### config.mk
export PLATFORM = sky130hd
export DESIGN_NAME = prbs_ref_lfsr
export DESIGN_NICKNAME = d
export VERILOG_FILES = /design/src/rtl/prbs_pkg.sv /design/src/rtl/prbs_ref_lfsr.sv
export SDC_FILE = /design/constraint.sdc
export NUM_CORES = 1
export LEC_CHECK = 0
export ABC_AREA = 1
export CORE_AREA = 2 2 39 41
export CTS_BUF_LIST = sky130_fd_sc_hd__clkbuf_8
export DETAILED_ROUTE_END_ITERATION = 12
export DIE_AREA = 0 0 41 43
export SETUP_SLACK_MARGIN = 0.1
export SYNTH_ARGS = -nofsm -noshare
export SYNTH_HDL_FRONTEND = slang
export SYNTH_SLANG_ARGS = --single-unit
### constraint.sdc
create_clock -name clk -period 1.3 [get_ports clk]
set_clock_uncertainty 0.1 [all_clocks]
set_input_delay 0.26 -clock clk [delete_from_list [all_inputs] [get_ports clk]]
set_output_delay 0.26 -clock clk [all_outputs]
set_load 0.03 [all_outputs]
### src/rtl/prbs_pkg.sv
// Shared definitions for the PRBS receive checker: FSM states and
// default feedback masks for the supported LFSR lengths.
package prbs_pkg;

   typedef enum logic [1:0] {
      HUNT   = 2'd0,
      VERIFY = 2'd1,
      LOCKED = 2'd2
   } prbs_chk_state_e;

   // x^8+x^6+x^5+x^4+1
   localparam logic [7:0] PRBS_TAPS_8 = 8'hB8;
   // x^7+x^6+1
   localparam logic [6:0] PRBS_TAPS_7 = 7'h60;

endpackage

### src/rtl/prbs_ref_lfsr.sv
// Local reference LFSR. Shifts either the received bit (while hunting)
// or its own feedback bit (while verifying/locked) into the LSB.
module prbs_ref_lfsr
   import prbs_pkg::*;
#(
   parameter int                 LENGTH = 8,
   parameter logic [LENGTH-1:0]  TAPS   = PRBS_TAPS_8
) (
   input  logic              clk,
   input  logic              rst,
   input  logic              en,
   input  logic              sel_fb,
   input  logic              d,
   output logic [LENGTH-1:0] state,
   output logic              pred
);

   logic [LENGTH-1:0] state_q;
   logic [LENGTH-1:0] state_d;
   logic              new_bit;

   // Prediction of the next stream bit from the current window.
   assign pred  = ^(state_q & TAPS);
   assign state = state_q;

   // Input mux and shift, same direction as the generator.
   always_comb begin
      new_bit = sel_fb ? pred : d;
      state_d = {state_q[LENGTH-2:0], new_bit};
   end

   // Shift register; advances only when enabled.
   always_ff @(posedge clk) begin
      if (rst) begin
         state_q <= '0;
      end else if (en) begin
         state_q <= state_d;
      end
   end

endmodule

==> out/summary.md <==
## Clocking
* **clock tree from TritonCTS** built
* **clock-pin slew on the worst setup and hold paths** 0.04 ns
* **CTS H-Tree Depth** 1
* **maximum count of clock buffers along a single path** 2
* **CTS buffer count** 3
* **clock tree root buffer cell** clkbuf_8
* **later-pin clock latency in the skew report** 0.23 ns
* **TritonCTS Sinks** 8

## Floorplanning
* **die area** 1763 um^2
* **floorplan die height** 43 um
* **Starting Density** 25.50%
* **number of placement rows** 14
* **horizontal die dimension** 41 um
* **number of primary I/O pins** 14
* **placeable core area** 1384 um^2

## GRT
* **pin count of the biggest net entering global routing** 9
* **vias in the first global route** 298
* **number of antenna violations at the first check in global routing** 0
* **Total Routing Usage GR** 10.90%
* **grt ovf** 0
* **first-pass GRT wire length** 1235 um

## Outcome
* **status** complete, but fails checks
* **violations in the final reports** setup timing

## Synthesis
* **Synth Net Count** 54
* **synthesized instance count** 49
* **Synth Area per Inst** 7.201 um^2
* **warning count from the yosys run** 0
* **synthesized area** 352.8 um^2
* **portion of the post-synthesis area used by sequential elements** 45.39%
* **flop and latch count out of synthesis** 8
* **distinct cell type count of the synthesized netlist** 12

## STA
* **number of hold violations in the final report** 0
* **total count of max-transition violations in the final report** 0
* **part of the cycle the worst path needs** 105.3%
* **crit path setup slack, layout** -0.06932 ns
* **summed negative setup slack over all endpoints** -0.06932 ns
* **setup repair after global routing missed its margin** yes
* **slew at the pin with the worst max-slew slack** 0.2169 ns
* **min Tclk post-route** 1.369 ns
* **endpoints failing setup** 1
* **max_slew headroom** 85.39%
* **maximum clock frequency** 730.3 MHz

## Route
* **number of search-and-repair iterations in the first detailed-routing pass** 2
* **DR iter-0 viols** 6
* **number of nets still failing antenna checks after routing** 0
* **vias per cell** 4.341
* **detailed-route DRC error count** 0
* **average wire per cell in the routed design** 9.220 um
* **final wirelength** 756 um
* **vias after detailed routing** 356

## Finish
* **flip-flop count of the largest register, all copies and words added** 8
* **layout net count** 73
* **layout cells sized above 1** 45.45%
* **area occupied by multi-input gates** 160.2 um^2
* **layout filler cell count** 151
* **final standard cell utilization of the core** 39.78%
* **layout overhead on the synthesized area** 56.03%
* **number of antenna diodes** 0
* **flip-flop and latch area** 170.2 um^2

## Placement
* **global placer's final weighted congestion** 0.7564
* **detailed-placement wirelength estimate** 564.3 um
* **number of port buffers** 13

## Critical path
* **startpoint-to-endpoint class of the critical path** reg -> out
* **Worst EP arrival** 1.01 ns
* **startpoint types** flip-flop
* **r2r worst-path depth** 8
* **critical path capture point type** primary output
* **endpoint required time on the critical path** 0.94 ns
* **critical-path maximum fanout** 5

## Power and ir drop
* **power density over cell area** 1345 nW/um^2
* **standby leakage power** 0.0002639 uW
* **IR Drop Worst-Case VDD** 0.0006799 V

## Hold path
* **Hold Path Cell Cnt** 3
* **class of the most critical hold timing path** in -> reg

## Job
* **max-capacitance violation count** 0

## final cells by class
| class | count | area share, % |
|---|---|---|
| Sequential cell | 8 | 30.91 |
| Multi-Input combinational cell | 32 | 29.09 |
| Timing Repair Buffer | 15 | 23.41 |
| Clock buffer | 3 | 7.500 |
| Inverter | 8 | 5.455 |
| Tap cell | 16 | 3.636 |
## per-stage QoR
stage          setup slack [ns]  std cells  power, uW  instance area, um^2  hold slack (ns)
2_1_floorplan            0.1321         49      379.7                357.8           0.2993
3_3_place_gp           -0.07013         78      437.6                488.0           0.3793
3_5_place_dp           -0.08384         78      437.3                488.0           0.3780
4_1_cts                -0.08577         82      757.0                543.0           0.3901
5_1_grt                 -0.1343         82      785.3                550.5           0.3699
6_report               -0.06932         82      740.3                550.5           0.3535
## layer usage
layer	vias to the layer above	part of all wire (%)	GRT usage, %
met3	4	7.8	4.712
li1	189	-	-
met2	11	42	13.13
met4	0	3.0	10.00
met1	152	47	13.73
met5	-	0	0
## synthesized netlist by cell type
cell type  number  area, um^2
nor2_2          1       6.260
inv_1           6       22.52
a21oi_1         6       30.03
a21oi_2         1       8.760
buf_2           1       5.000
o21ai_0         8       40.04
nand2_1         7       26.28
dfxtp_1         8       160.2
nand2_2         3       18.77
xnor2_1         1       8.760
inv_2           2       7.510
nor2_1          5       18.77
## path summary, 6_finish.rpt
kind / from / endpoint / slack [ns]
max: state[5]$_SDFFE_PP0P_ / pred / -0.07
min: en / state[2]$_SDFFE_PP0P_ / 0.35
max reg2reg: state[5]$_SDFFE_PP0P_ / state[0]$_SDFFE_PP0P_ / 0.23
min reg2reg: state[7]$_SDFFE_PP0P_ / state[7]$_SDFFE_PP0P_ / 0.37
## cells by family (layout without fill, tap and decap cells)
| family | after synthesis | after routing | synth area share (%) |
|---|---|---|---|
| flops | 8 | 8 | 45.39 |
| buf+inv | 9 | 26 | 9.928 |
| xor+xnor | 1 | 1 | 2.483 |
| compound gates | 15 | 15 | 22.34 |
| simple gates | 16 | 16 | 19.86 |
## worst max-delay path, cell delays in order, from the launching register on
cell and delay [ns]:
dfxtp_4 0.35, nand2_2 0.07, inv_2 0.03, nor2_2 0.07
nand2_1 0.06, nand2_2 0.07, buf_6 0.13
## where the power goes
group          total [uW]  internal (uW)  leakage, uW  switching (uW)
Clock                 297            200    0.0000216            96.5
Combinational         164           71.2     0.000174            93.0
Sequential            279            263    0.0000682            16.3
## placed cells by master (no fill, tap or decap), types with 2 or more instances in the layout
| cell type | instances |
|---|---|
| inv_2 | 6 |
| buf_4 | 10 |
| inv_1 | 2 |
| clkdlybuf4s50_1 | 3 |
| nand2_2 | 4 |
| nand2_1 | 6 |
| dfxtp_4 | 2 |
| dfxtp_2 | 2 |
| o21ai_0 | 8 |
| a21oi_1 | 6 |
| dfxtp_1 | 4 |
| nor2_1 | 5 |
| clkbuf_8 | 3 |
## what timing repair did
action / CTS / global route
gates cloned: 0 / 0
pin swaps: 2 / 1
setup buffers: 1 / 0
resized for setup: 2 / 7
setup endpoints to repair: 1 / 4
hold buffers: 0 / 0
No activity file was read; power rests on OpenSTA's default activity.
